## config.mk

```make
export PLATFORM = sky130hd
export DESIGN_NAME = tpu_output_collector
export DESIGN_NICKNAME = d
export VERILOG_FILES = /design/src/rtl/tpu_output_collector.sv
export SDC_FILE = /design/constraint.sdc
export NUM_CORES = 1
export LEC_CHECK = 0
export CAP_MARGIN = 20
export CORE_ASPECT_RATIO = 0.7
export CORE_MARGIN = 4
export CORE_UTILIZATION = 36
export CTS_BUF_LIST = sky130_fd_sc_hd__clkbuf_8 sky130_fd_sc_hd__clkbuf_16
export DETAILED_ROUTE_END_ITERATION = 10
export SLEW_MARGIN = 20
export SYNTH_ARGS = -nofsm -noshare
export SYNTH_HDL_FRONTEND = slang
export SYNTH_SLANG_ARGS = --single-unit
```

## constraint.sdc

```tcl
create_clock -name clk -period 10.1 [get_ports clk]
set_input_delay 1.515 -clock clk [delete_from_list [all_inputs] [get_ports clk]]
set_output_delay 1.515 -clock clk [all_outputs]
set_load 0.1 [all_outputs]
```

## src/rtl/tpu_output_collector.sv

```systemverilog
// tpu_output_collector
//   Collects skewed column results from a systolic array, realigns them into
//   rows, requantises every element to dataSize bits (round, arithmetic shift,
//   saturate, optional ReLU) and queues the packed rows in a
//   first-word-fall-through FIFO that feeds a valid/ready output stream.
//   A small run controller (IDLE -> COLLECT -> DRAIN -> DONE) counts rows and
//   pulses flag_done once the requested rows have all left the block.
//
// Ports
//   clk, nrst        clock (rising edge), asynchronous active-low reset
//   matrix_out[j]    signed column results; column j lags column 0 by j cycles
//   in_valid         column 0 of a row is valid this cycle
//   cfg_shift        requantisation right shift (0..15)
//   cfg_relu         clamp negative results to zero
//   cfg_num_outputs  rows to collect per run
//   ctrl_start       start pulse, honoured only in IDLE
//   out_data         packed row, column 0 in the LSBs
//   out_valid/ready  output stream handshake
//   flag_done        one-cycle pulse at the end of a run
//   err_overflow     sticky: a row arrived while the FIFO was full
//   dbg_state        current controller state (0 IDLE, 1 COLLECT, 2 DRAIN, 3 DONE)
//
// Handshake: a word transfers on every rising edge where out_valid and
// out_ready are both 1. While out_valid=1 and out_ready=0, out_data holds.
// out_valid never depends combinationally on out_ready.
module tpu_output_collector #(
  parameter int dataSize      = 8,
  parameter int numInChannel  = 1,
  parameter int numOutChannel = 3,
  parameter int fifoDepth     = 16,
  localparam int inSize = dataSize*2 + $clog2(numInChannel) + 1,
  localparam int outW   = numOutChannel*dataSize
) (
  input  logic              clk,
  input  logic              nrst,
  input  logic [inSize-1:0] matrix_out [numOutChannel],
  input  logic              in_valid,
  input  logic [3:0]        cfg_shift,
  input  logic              cfg_relu,
  input  logic [15:0]       cfg_num_outputs,
  input  logic              ctrl_start,
  output logic [outW-1:0]   out_data,
  output logic              out_valid,
  input  logic              out_ready,
  output logic              flag_done,
  output logic              err_overflow,
  output logic [1:0]        dbg_state
);

  localparam int aw = $clog2(fifoDepth);
  localparam logic [aw:0] depth_c = fifoDepth[aw:0];
  localparam logic signed [inSize:0] sat_hi = (inSize+1)'(2**(dataSize-1)-1);
  localparam logic signed [inSize:0] sat_lo = ~sat_hi;

  typedef enum logic [1:0] {IDLE = 2'd0, COLLECT = 2'd1, DRAIN = 2'd2, DONE = 2'd3} state_t;
  state_t state;
  logic [15:0] row_count;

  // Deskew: column j is delayed numOutChannel-1-j cycles so every column of
  // a row lines up with the last column. Runs in every state.
  logic [inSize-1:0] aligned [numOutChannel];
  logic              aligned_valid;

  for (genvar j = 0; j < numOutChannel; j++) begin : g_col
    localparam int len = numOutChannel - 1 - j;
    if (len == 0) begin : g_direct
      assign aligned[j] = matrix_out[j];
    end else begin : g_chain
      logic [inSize-1:0] chain [len];
      always_ff @(posedge clk or negedge nrst) begin
        if (!nrst) begin
          for (int i = 0; i < len; i++) chain[i] <= '0;
        end else begin
          chain[0] <= matrix_out[j];
          for (int i = 1; i < len; i++) chain[i] <= chain[i-1];
        end
      end
      assign aligned[j] = chain[len-1];
    end
  end

  if (numOutChannel > 1) begin : g_vpipe
    logic [numOutChannel-2:0] vpipe;
    always_ff @(posedge clk or negedge nrst) begin
      if (!nrst) begin
        vpipe <= '0;
      end else begin
        vpipe[0] <= in_valid;
        for (int i = 1; i < numOutChannel-1; i++) vpipe[i] <= vpipe[i-1];
      end
    end
    assign aligned_valid = vpipe[numOutChannel-2];
  end else begin : g_vdirect
    assign aligned_valid = in_valid;
  end

  // One extra bit of headroom keeps the rounding add from wrapping.
  function automatic logic [dataSize-1:0] requant(input logic [inSize-1:0] x,
                                                  input logic [3:0] sh,
                                                  input logic relu);
    logic signed [inSize:0] v;
    logic        [inSize:0] rnd;
    logic [dataSize-1:0]    r;
    v   = $signed({x[inSize-1], x});
    rnd = '0;
    if (sh != 4'd0) rnd = (inSize+1)'(1) << (sh - 4'd1);
    v = (v + $signed(rnd)) >>> sh;
    if (v > sat_hi)      r = sat_hi[dataSize-1:0];
    else if (v < sat_lo) r = sat_lo[dataSize-1:0];
    else                 r = v[dataSize-1:0];
    if (relu && r[dataSize-1]) r = '0;
    return r;
  endfunction

  logic [outW-1:0] row_q;
  always_comb begin
    row_q = '0;
    for (int j = 0; j < numOutChannel; j++)
      row_q[j*dataSize +: dataSize] = requant(aligned[j], cfg_shift, cfg_relu);
  end

  // Rows are admitted (and counted) only while collecting.
  logic accept;
  assign accept = aligned_valid && (state == COLLECT);

  logic            req_valid;
  logic [outW-1:0] req_data;
  always_ff @(posedge clk or negedge nrst) begin
    if (!nrst) begin
      req_valid <= 1'b0;
      req_data  <= '0;
    end else begin
      req_valid <= accept;
      if (accept) req_data <= row_q;
    end
  end

  // FIFO. A push into a full FIFO is still taken when a pop happens in the
  // same cycle, since the pop frees the slot being written.
  logic [outW-1:0] mem [fifoDepth];
  logic [aw-1:0]   wr_ptr, rd_ptr;
  logic [aw:0]     count;
  logic            full, pop, do_write, drop;

  assign full     = (count == depth_c);
  assign pop      = out_valid && out_ready;
  assign do_write = req_valid && (!full || pop);
  assign drop     = req_valid && full && !pop;

  always_ff @(posedge clk) begin
    if (do_write) mem[wr_ptr] <= req_data;
  end

  always_ff @(posedge clk or negedge nrst) begin
    if (!nrst) begin
      wr_ptr <= '0;
      rd_ptr <= '0;
      count  <= '0;
    end else begin
      if (do_write) wr_ptr <= wr_ptr + aw'(1);
      if (pop)      rd_ptr <= rd_ptr + aw'(1);
      case ({do_write, pop})
        2'b10:   count <= count + (aw+1)'(1);
        2'b01:   count <= count - (aw+1)'(1);
        default: ;
      endcase
    end
  end

  assign out_valid = (count != '0);
  assign out_data  = out_valid ? mem[rd_ptr] : '0;

  // Run controller.
  always_ff @(posedge clk or negedge nrst) begin
    if (!nrst) begin
      state        <= IDLE;
      row_count    <= '0;
      err_overflow <= 1'b0;
      flag_done    <= 1'b0;
    end else begin
      flag_done <= 1'b0;
      if (drop) err_overflow <= 1'b1;
      case (state)
        IDLE: begin
          if (ctrl_start) begin
            state        <= COLLECT;
            row_count    <= '0;
            err_overflow <= 1'b0;
          end
        end
        COLLECT: begin
          if (row_count == cfg_num_outputs) state <= DRAIN;
          if (accept) row_count <= row_count + 16'd1;
        end
        DRAIN: begin
          if (!out_valid && !req_valid) begin
            state     <= DONE;
            flag_done <= 1'b1;
          end
        end
        default: state <= IDLE;
      endcase
    end
  end

  assign dbg_state = state;

endmodule

```

==> flow_summary.json <==
{
  "synth_ff_type": "edfxtp_1",
  "avgRoutedWirePerCell_microns": 23.03,
  "hold_viol": 0,
  "grt_pass1_wl_microns": 99390,
  "grt_overflow": 0,
  "grt_start_max_net_pins": 59,
  "viasPerCell": 5.709,
  "period_needed_ns": 7.136,
  "synth_top_cell_by_area": "edfxtp_1",
  "outcome": "finished, final reports clean",
  "endpoint_kind": "register",
  "powerDensity_nw_per_um2": 257.1,
  "synth-edff-count": 384,
  "vias": 15970,
  "criticalPathCategory": "input pin to register",
  "ys_types": 99,
  "io_pins": 106,
  "wl_microns": 64430,
  "numCtsBuffers": 48,
  "cap_violations": 0,
  "clk_pin_slew_ns": 0.06,
  "synth_top_area_share_pct": 46.23,
  "synth_area_leaders": "edfxtp_1 46%, mux4_2 12%, dfrtp_1 11%",
  "power.leakage_uw": 0.01016,
  "yosys_warnings": 0,
  "synth_area_sq_um": 24940,
  "dpl.hpwl_microns": 41880,
  "die_w_microns": 322.6,
  "slew-limit-headroom_pct": 33.04,
  "root_buffer": "clkbuf_16",
  "grt_usage_pct": 17.48,
  "htreeDepth": 2,
  "antenna_left": 0,
  "arrival_ns": 7.62,
  "fin_util_pct": 41.60,
  "netlist_instances": 1782,
  "syn2layout_area_growth_pct": 14.04,
  "grt_pass1_vias": 16130,
  "fmax_ghz": 0.1401,
  "setup.worst_path.start_class": "input pin",
  "die-area_sq_um": 73620,
  "tightest_slew_ns": 1.001,
  "place_congestion": 0.9013,
  "cts-hold-fix-buffers": 0,
  "synth-seq-cells": 495,
  "rsz0062_at_grt": "false",
  "critical_path_required_ns": 10.58,
  "initial_core_util_pct": 36.48,
  "core_sq_um": 68370,
  "setup_viol": 0,
  "seq_area_frac_synth_pct": 57.37,
  "cts_resized": 0,
  "r2r_cells": 12,
  "antenna_found_initial": 0,
  "rows": 80,
  "cts_buffer_depth": 3,
  "synth_commonest_cells": "384 x edfxtp_1, 135 x mux4_2, 125 x nand2_1",
  "setup_tns_ns": 0,
  "drv_slew": 0,
  "period_share_pct": 70.66,
  "r2r_setup_slack_ns": 5.96,
  "synth_most_common_cell": "edfxtp_1",
  "syn_area_per_cell_sq_um": 14.00,
  "crit_path_start": "cfg_shift[3]",
  "postCtsSetupBuffers": 0,
  "r2r-start": "aligned[44]$_DFF_PN0_",
  "die_y_microns": 228.2,
  "crit_end": "req_data[20]$_DFFE_PN0P_",
  "layout.nets": 1994,
  "worstReg2RegEnd": "req_data[4]$_DFFE_PN0P_",
  "drc": 0,
  "synthArstFlopShare_pct": 22.42,
  "irDropWorstVdd_mv": 0.2537,
  "first_pass_iters": 5,
  "cts.sinks": 495,
  "skew_ns": 0.01488,
  "fill_cells": 6186,
  "cts_tree": "done",
  "cp_max_fo": 41,
  "diodes": 0,
  "drt_iter0_drc": 1861,
  "insertion_delay_ns": 0.58,
  "hold_class": "register to register",
  "drive_gt1_share_pct": 15.61,
  "port-buffer-count": 105
}
==> logic make-up (layout without fill, tap and decap cells) <==
logic type               count (synthesis)  in the layout  synth area share [%]
flip-flops                             495            495                 57.37
AND/OR/NAND/NOR                        433            433                 8.559
buffers and inverters                  144            256                 2.318
XOR/XNOR                                85             85                 3.045
multiplexers                           191            191                 14.51
AO/OA/AOI/OAI                          371            371                 10.97
adder cells (fa/ha/maj)                 62             62                 3.206
other                                    1              3               0.01504
==> power breakdown <==
part / internal, uW / switching [uW]
logic: 1010 / 1680
clock network: 977 / 760
registers: 2540 / 342
==> stage by stage <==
| stage | area [sq um] | hold WS, ns | total power [uW] | instances | worst slack (ns) |
|---|---|---|---|---|---|
| global placement | 26900 | 0.3324 | 5596 | 2709 | 2.648 |
| global route | 28440 | 0.3591 | 7657 | 2798 | 2.508 |
| detailed placement | 26900 | 0.3347 | 5637 | 2709 | 2.454 |
| CTS | 28420 | 0.3497 | 7389 | 2797 | 3.054 |
| floorplan | 24950 | 0.3312 | 4852 | 1784 | 3.488 |
| finish | 28440 | 0.3459 | 7312 | 2798 | 2.964 |
==> layout by cell type, fill, tap and decap left out, types with 14 or more instances in the layout <==
cell type          n
edfxtp_1         384
mux4_2           135
nand2_1          125
nor2_1           110
dfrtp_1          107
clkdlybuf4s50_1  101
a21oi_1           80
ha_1              55
xnor2_1           54
o21ai_0           51
clkbuf_16         51
and2_1            48
mux2i_1           44
inv_1             37
buf_4             34
nand3_1           32
a21o_1            29
xor2_1            29
nor3_1            26
o211ai_1          18
nand2b_1          16
and3_1            16
clkinv_1          14
o21a_1            14
nand4_1           14
a211oi_1          14
==> how the worst min path moves through the flow <==
stage / from / cells past startpoint / slack (ns) / endpoint
after global routing: g_col[0].g_chain.chain[29]$_DFF_PN0_ / 0 / 0.36 / aligned[46]$_DFF_PN0_
after detailed placement: g_col[0].g_chain.chain[29]$_DFF_PN0_ / 0 / 0.33 / aligned[46]$_DFF_PN0_
after CTS: g_col[0].g_chain.chain[29]$_DFF_PN0_ / 0 / 0.35 / aligned[46]$_DFF_PN0_
after global placement: g_vpipe.vpipe[0]$_DFF_PN0_ / 0 / 0.33 / g_vpipe.vpipe[1]$_DFF_PN0_
after floorplan: g_col[0].g_chain.chain[17]$_DFF_PN0_ / 0 / 0.33 / aligned[34]$_DFF_PN0_
final: g_col[0].g_chain.chain[24]$_DFF_PN0_ / 0 / 0.35 / aligned[41]$_DFF_PN0_
==> critical path, stage by stage <==
cell and delay [ns]:
clkdlybuf4s50_1 0.40, buf_4 0.27, inv_1 0.70, nand2_1 0.39, nor2_1 0.58, fa_1 0.34
nand2b_1 0.08, mux2i_1 0.30, o211ai_2 0.20, o21ai_0 0.28, mux2i_1 0.73, o32ai_1 0.20
a211oi_1 0.44, or4b_1 0.49, o21ai_1 0.13, a32oi_1 0.26, a22oi_1 0.27
==> cell type report <==
cell class	count	area [sq um]	area share, %
timing repair buffer	139	1301	4.575
clock buffer	53	1304	4.584
multi-input combinational	1145	10060	35.37
sequential	495	14320	50.34
tap	902	1129	3.968
inverter	29	108.9	0.3827
clock inverter	35	220.2	0.7742
==> per-layer routing <==
layer	global-route usage [%]	share of wire [%]
met5	0	0
met4	2.921	1.2
met3	3.349	7.4
met2	25.64	44
met1	27.28	48
==> flip-flops by register name (all words and copies together), names as in the netlist, 4 cells and up <==
signal               flops
row_count               16
rd_ptr                   4
req_data                24
wr_ptr                   4
g_col.g_chain.chain     34
aligned                 17
count                    5
mem                    384
Note: power is estimated with default switching activity, not from simulation.
